<file path="config.mk">
export PLATFORM = sky130hd
export DESIGN_NAME = jtcontra_gfx_lyrscan
export DESIGN_NICKNAME = d
export VERILOG_FILES = /design/src/rtl/jtcontra_gfx_lyrscan.sv
export SDC_FILE = /design/constraint.sdc
export NUM_CORES = 1
export LEC_CHECK = 0
export BUFFER_PORTS_ARGS = -buffer_cell sky130_fd_sc_hd__buf_2
export CAP_MARGIN = 20
export CORE_UTILIZATION = 35
export DETAILED_ROUTE_END_ITERATION = 8
export PLACE_DENSITY = 0.6
export SKIP_CTS_REPAIR_TIMING = 1
export SLEW_MARGIN = 40
export SYNTH_ARGS = -nofsm -noshare
export SYNTH_HDL_FRONTEND = slang
export SYNTH_SLANG_ARGS = --single-unit
</file>
<file path="constraint.sdc">
create_clock -name clk -period 5.01 [get_ports clk]
set_clock_uncertainty 0.15 [all_clocks]
set_input_delay 1.002 -clock clk [delete_from_list [all_inputs] [get_ports clk]]
set_output_delay 1.002 -clock clk [all_outputs]
set_load 0.01 [all_outputs]
</file>
<file path="src/rtl/jtcontra_gfx_lyrscan.sv">
// Per-line tilemap fetcher: walks each enabled layer, reads scan RAM
// tile code/attr and ROM pixel words, writes pixels to a double line buffer.
//
// Ports:
//   rst, clk          synchronous active-high reset, single clock
//   LHBL, LVBL        blanking (active low); LHBL rise in active video starts a line
//   vrender, flip     line being prepared, screen flip
//   lyr_en            per-layer enable
//   hpos, vpos        per-layer scroll, layer l at [9l+:9] / [8l+:8]
//   scan_addr         {lyr, vn[7:3], hn[7:3]}
//   code_scan,
//   attr_scan         scan RAM data, two cycles after scan_addr
//   rom_cs, rom_addr,
//   rom_ok, rom_data  pixel ROM request/response
//   line_we, line_lyr,
//   line_addr,
//   line_din          line buffer write port, {line, x} / {prio, pal, pix}
//   line              buffer half being written
//   done              all layers finished for this line
module jtcontra_gfx_lyrscan #(
    parameter int LAYERS = 2,
    parameter int DW     = 16,
    parameter int HW     = 320,
    localparam int LW    = (LAYERS > 1) ? $clog2(LAYERS) : 1,
    localparam int PPW   = DW / 4
) (
    input  logic                  rst,
    input  logic                  clk,
    input  logic                  LHBL,
    input  logic                  LVBL,
    input  logic [8:0]            vrender,
    input  logic                  flip,
    input  logic [LAYERS-1:0]     lyr_en,
    input  logic [9*LAYERS-1:0]   hpos,
    input  logic [8*LAYERS-1:0]   vpos,
    output logic [LW+9:0]         scan_addr,
    input  logic [7:0]            code_scan,
    input  logic [7:0]            attr_scan,
    output logic                  rom_cs,
    output logic [16:0]           rom_addr,
    input  logic                  rom_ok,
    input  logic [DW-1:0]         rom_data,
    output logic                  line_we,
    output logic [LW-1:0]         line_lyr,
    output logic [9:0]            line_addr,
    output logic [7:0]            line_din,
    output logic                  line,
    output logic                  done
);

    typedef enum logic [3:0] {
        IDLE, HSET, VSET, SCAN0, SCAN1,
        ROMREQ, ROMWAIT, DUMP, NEXT
    } st_t;

    st_t             st;
    logic [LW-1:0]   lyr;
    logic [8:0]      hn;
    logic [8:0]      vn;
    logic [9:0]      hr;
    logic [12:0]     code;
    logic [2:0]      pal;
    logic            prio;
    logic [DW-1:0]   data;
    logic [2:0]      cnt;
    logic            lhbl_l;

    logic            start;
    logic [LW-1:0]   first_lyr;
    logic [LW-1:0]   nxt_lyr;
    logic            nxt_ok;
    logic [8:0]      hpos_l;
    logic [7:0]      vpos_l;
    logic [8:0]      vn_nxt;
    logic [8:0]      hn_nxt;
    logic            hr_ok;
    logic            hr_end;
    logic [8:0]      x_w;
    logic            unused_vn;

    assign start  = LHBL & ~lhbl_l & LVBL;
    assign hpos_l = hpos[int'(lyr)*9 +: 9];
    assign vpos_l = vpos[int'(lyr)*8 +: 8];
    assign vn_nxt = (vrender ^ {9{flip}}) + {1'b0, vpos_l};
    assign hn_nxt = hn + 9'(PPW);

    // hr is signed: negative while skipping pixels left of the screen
    assign hr_ok  = ~hr[9] && (hr <  10'(HW));
    assign hr_end = ~hr[9] && (hr >= 10'(HW));
    assign x_w    = flip ? (9'(HW-1) - hr[8:0]) : hr[8:0];

    // only vn[7:0] addresses the map; bit 8 just follows the 9-bit wrap
    assign unused_vn = vn[8];

    always_comb begin
        first_lyr = '0;
        nxt_lyr   = '0;
        nxt_ok    = 1'b0;
        for (int i = LAYERS-1; i >= 0; i--) begin
            if (lyr_en[i]) first_lyr = LW'(i);
            if (lyr_en[i] && i > int'(lyr)) begin
                nxt_lyr = LW'(i);
                nxt_ok  = 1'b1;
            end
        end
    end

    always_ff @(posedge clk) begin
        if (rst) begin
            st        <= IDLE;
            lyr       <= '0;
            hn        <= '0;
            vn        <= '0;
            hr        <= '0;
            code      <= '0;
            pal       <= '0;
            prio      <= 1'b0;
            data      <= '0;
            cnt       <= '0;
            lhbl_l    <= 1'b1;
            scan_addr <= '0;
            rom_cs    <= 1'b0;
            rom_addr  <= '0;
            line_we   <= 1'b0;
            line_lyr  <= '0;
            line_addr <= '0;
            line_din  <= '0;
            line      <= 1'b0;
            done      <= 1'b1;
        end else begin
            lhbl_l  <= LHBL;
            line_we <= 1'b0;
            if (start) begin
                // a start always wins, even mid-line: any fetched word is dropped
                line   <= ~line;
                rom_cs <= 1'b0;
                if (|lyr_en) begin
                    done <= 1'b0;
                    lyr  <= first_lyr;
                    st   <= HSET;
                end else begin
                    done <= 1'b1;
                    st   <= IDLE;
                end
            end else begin
                unique case (st)
                    IDLE: ;
                    HSET: begin
                        hn <= hpos_l;
                        hr <= 10'd0 - {7'd0, hpos_l[2:0] & 3'(PPW-1)};
                        st <= VSET;
                    end
                    VSET: begin
                        vn        <= vn_nxt;
                        scan_addr <= {lyr, vn_nxt[7:3], hn[7:3]};
                        st        <= SCAN0;
                    end
                    SCAN0: st <= SCAN1;
                    SCAN1: begin
                        code <= {attr_scan[7:3], code_scan};
                        pal  <= attr_scan[2:0];
                        prio <= attr_scan[6];
                        st   <= ROMREQ;
                    end
                    ROMREQ: begin
                        rom_cs   <= 1'b1;
                        rom_addr <= {code, vn[2:0],
                                     (DW == 16) ? hn[2] : 1'b0};
                        st       <= ROMWAIT;
                    end
                    ROMWAIT: begin
                        if (rom_ok) begin
                            data   <= rom_data;
                            rom_cs <= 1'b0;
                            cnt    <= '0;
                            st     <= DUMP;
                        end
                    end
                    DUMP: begin
                        line_we   <= hr_ok;
                        line_lyr  <= lyr;
                        line_addr <= {line, x_w};
                        line_din  <= {prio, pal, data[DW-1 -: 4]};
                        data      <= data << 4;
                        hr        <= hr + 10'd1;
                        cnt       <= cnt + 3'd1;
                        if (cnt == 3'(PPW-1)) st <= NEXT;
                    end
                    NEXT: begin
                        hn <= hn_nxt;
                        if (hr_end) begin
                            if (nxt_ok) begin
                                lyr <= nxt_lyr;
                                st  <= HSET;
                            end else begin
                                done <= 1'b1;
                                st   <= IDLE;
                            end
                        end else if (DW == 16 && hn_nxt[2]) begin
                            // second half of the same tile: code still valid
                            st <= ROMREQ;
                        end else begin
                            st <= VSET;
                        end
                    end
                    default: st <= IDLE;
                endcase
            end
        end
    end

endmodule
</file>
==> results.md <==
Power and ir drop:
- The worst vdd rail ir drop is 0.1528 mV.
- The power per standard cell area is 269.3 mW/mm^2.
- Summed over all cells, the static leakage comes to 2.472 nW.

Floorplanning:
- The die boundary height is 126.4 um.
- In this run the standard cell core region covers 0.01515 mm^2.
- The die covers 0.01598 mm^2.
- The floorplan step set the die width to 126.4 um.
- The row count is 45.
- The number of I/O pins is 134.
- The initial core utilization is 35.77%.

Synth:
- The net count after synthesis is 770.
- Each instance of the synthesized netlist takes up on average 8.086 um^2.
- The proportion of register bits with asynchronous set or reset after synthesis is 0%.
- The Yosys step of the flow raised 0 warnings.
- The share of synthesized area in the top cell type comes to 41.02%.
- The library cell with the largest summed area after synthesis is sky130_fd_sc_hd__dfxtp_1.
- Yosys mapped a number of flops with a built-in enable equal to 0.
- The post-synthesis cell area is 0.005418 mm^2.
- The register bit count reported by yosys is 111.
- Sequential elements use 41.02% of the synthesized area.
- By area the synthesized netlist is led by sky130_fd_sc_hd__dfxtp_1 (41%), sky130_fd_sc_hd__nand2_1 (11%), sky130_fd_sc_hd__a21oi_1 (7.5%).
- The commonest cells after synthesis are sky130_fd_sc_hd__nand2_1 (152), sky130_fd_sc_hd__dfxtp_1 (111), sky130_fd_sc_hd__a21oi_1 (81), sky130_fd_sc_hd__nor2_1 (57), sky130_fd_sc_hd__clkbuf_1 (20).
- The number of instances in the synthesized netlist is 670.
- sky130_fd_sc_hd__nand2_1 is the most common cell in the netlist.
- The primary flip-flop cell chosen by synthesis mapping is sky130_fd_sc_hd__dfxtp_1.
- Synthesis instantiated 58 different standard cells from the library.

Critical path:
- The arrival time of data at the critical path endpoint is 3290 ps.
- The master of the slowest instance on the critical path is sky130_fd_sc_hd__a2111oi_0.
- The kind of start point of the critical path is a primary input.
- The critical path goes through buf_2 -> xor2_1 -> ha_1 -> inv_1 -> fa_1 -> nor2b_1 -> o31a_1 -> o21ai_0 -> a2111oi_0 -> a311o_1.
- Along the worst path, the maximum fanout reaches 16.
- The count of buffer and inverter cells on the critical path is 2.
- On the critical path the largest part of the delay comes from compound AO/OA/AOI/OAI gates.
- For the worst setup path, the data required time is 5150 ps.
- The delay of the slowest critical-path stage is 430 ps.
- By startpoint and endpoint, the worst setup path is classified as primary input to flop.
- The category of the worst setup path capture point is a flop.

Drt:
- The residual DRC count is 0.
- The first TritonRoute pass finished after 4 iterations.
- The total vias in the final route is 4,871.
- The count of antenna-violating nets left after detailed routing is 0.
- In this run, the number of DRC markers left after iteration 0 of detailed routing was 275.
- After detailed routing, the number of vias per cell comes to 5.037.
- Wires add up to 13,620 um.
- The average wire length per cell after detail routing is 14.08 um.

Layout:
- At the end of the flow, the number of nets in the layout was 874.
- The area used by sequential logic in the layout is 0.002222 mm^2.
- Compared with the post-synthesis result, the final layout area differs by 18.94%.
- In the final layout, the share of cells above drive strength 1 is 22.98%.
- The share of the core filled with cells is 42.54%.
- The multi-input combinational cells in the finished layout cover a total of 0.002910 mm^2.
- The number of antenna diodes in the final layout is 0.
- Excluding fillers, the count of instances in the completed layout stands at 967.
- The filler cells instantiated in the layout total 1,605.

Timing:
- Timing would allow up to 318.5 MHz.
- The number of pins with negative max-slew slack in the final report was 0.
- The number of hold violations in the final report is 0.
- The worst-margin pin slew is 780.8 ps.
- Setup repair after global routing left no endpoint under its margin.
- Headroom to the max-slew limit came out at 47.80%.
- Setup violations remaining at the end of the flow were counted as 0.
- The ratio of final minimum period to clock period is 62.68%.
- The sum of negative setup slack is 0 ps.
- The minimum clock period after layout is 3140 ps.

CTS:
- The clock network latency to the later pin of the worst-skew pair is 350 ps.
- CTS built an H-tree with a depth of 3.
- The maximum root-to-sink buffer count is 2.
- The total clock sinks is 111.
- The TritonCTS clock tree is yes.
- The post-CTS clock slew at the launch and capture registers of the worst setup and hold paths is 80 ps.
- In this run, CTS created clock tree buffers numbering 9.
- The root buffer cell is sky130_fd_sc_hd__clkbuf_16.

Status:
- The run finished with clean final reports.

Global route:
- The leftover overflow at the end of global routing is 0.
- Entering global routing, the biggest net connects 84 pins.
- Global routing used 17.59% of the available tracks.
- The via count of the first global-routing pass came to 4,523.
- The number of antenna violations at the first check in global routing was 0.
- The first-pass GRT wire length is 22,400 um.

Placed design:
- The count of input and output buffers is 130.
- Once placement completed, the tool counted placed cells totaling 951.
- The weighted congestion reported at the end of routability-driven placement is 0.7963.
- The placed wire-length estimate after detailed placement is 9449 um.

Job:
- The tool flagged a number of max-cap violations equal to 0.

Hold path:
- The worst min-delay path category is flop to flop.
==> cell type report <==
| class | instances | share of cell area (%) |
|---|---|---|
| clock buffers | 10 | 3.553 |
| clock inverters | 6 | 0.7961 |
| repair buffers | 139 | 11.30 |
| inverters | 18 | 1.049 |
| multi-input cells | 495 | 45.17 |
| well taps | 188 | 3.650 |
| flip-flops and latches | 111 | 34.49 |
==> cell usage in the layout (no fill, tap or decap), types with 9 or more instances in the layout <==
cell,synthesis,routed
sky130_fd_sc_hd__ha_1,16,16
sky130_fd_sc_hd__dfxtp_1,111,111
sky130_fd_sc_hd__clkbuf_16,0,9
sky130_fd_sc_hd__nor2_1,57,56
sky130_fd_sc_hd__inv_1,17,17
sky130_fd_sc_hd__xnor2_1,12,12
sky130_fd_sc_hd__buf_2,19,129
sky130_fd_sc_hd__mux2i_1,10,10
sky130_fd_sc_hd__a211oi_1,17,17
sky130_fd_sc_hd__nand2_1,152,152
sky130_fd_sc_hd__nor3_1,16,16
sky130_fd_sc_hd__o21ai_0,19,19
sky130_fd_sc_hd__a21oi_1,81,81
==> worst register-to-register path, cell delays in order, from the launching register on <==
cell and delay (ps):
sky130_fd_sc_hd__dfxtp_1 450, sky130_fd_sc_hd__buf_4 330, sky130_fd_sc_hd__mux2_2 370, sky130_fd_sc_hd__ha_1 330, sky130_fd_sc_hd__o21a_1 140, sky130_fd_sc_hd__o31a_1 150, sky130_fd_sc_hd__o21ai_0 110, sky130_fd_sc_hd__a2111oi_0 430
sky130_fd_sc_hd__a311o_1 170
==> cells by family (layout without fill, tap and decap cells) <==
| group | Yosys count | in the layout | share of synthesized area (%) |
|---|---|---|---|
| and+or+nand+nor | 277 | 277 | 23.30 |
| AOI/OAI and AO/OA | 164 | 164 | 19.54 |
| DFF | 111 | 111 | 41.02 |
| buffers and inverters | 64 | 173 | 5.496 |
| xor gates and xnor gates | 19 | 19 | 3.072 |
| muxes | 18 | 18 | 3.511 |
| adders and majority gates | 17 | 17 | 4.065 |
==> flip-flops by register name, indices dropped and copies added, names as in the netlist, 4 cells and up <==
signal     flops
code          13
data          16
hn             6
hr            10
line_addr     10
line_din       8
rom_addr      17
scan_addr     11
st             4
==> per-stage QoR <==
step / total power [mW] / instance area, um^2 / setup slack [ps] / hold WS [ps]
CTS: 1.763 / 6431 / 1907 / 298.9
floorplan: 1.006 / 5418 / 1678 / 282.1
global route: 1.813 / 6444 / 1726 / 311.5
global placement: 1.058 / 6131 / 1545 / 289.1
finish: 1.735 / 6444 / 1870 / 299.0
detailed placement: 1.060 / 6151 / 1536 / 294.5
==> report_power, final <==
group          total (mW)  leakage, nW  internal (mW)  switching, mW
combinational       0.147         1.44         0.0668         0.0798
clock               0.696        0.139          0.347          0.350
sequential          0.892        0.895          0.886        0.00642
total                1.74         2.47           1.30          0.436
==> per-layer routing <==
layer | share of wire, % | vias to the layer above | routed length [um] | track usage (%)
li1 | - | 2538 | - | -
met1 | 48 | 2225 | 6516 | 23.26
met2 | 47 | 93 | 6391 | 29.25
met3 | 3.5 | 15 | 471 | 2.278
met4 | 1.8 | 0 | 240 | 6.662
met5 | 0 | - | 0 | 0
==> path summary, 6_finish.rpt <==
check	start	to	slack [ps]	cells after the start
worst min-delay path	code[1]	rom_addr[5]	300	2
worst max-delay path	flip	scan_addr[8]	1870	10
worst max register to register	lyr	scan_addr[8]	2330	8
worst min register to register	code[1]	rom_addr[5]	300	2
No activity file was read; power rests on OpenSTA's default activity.
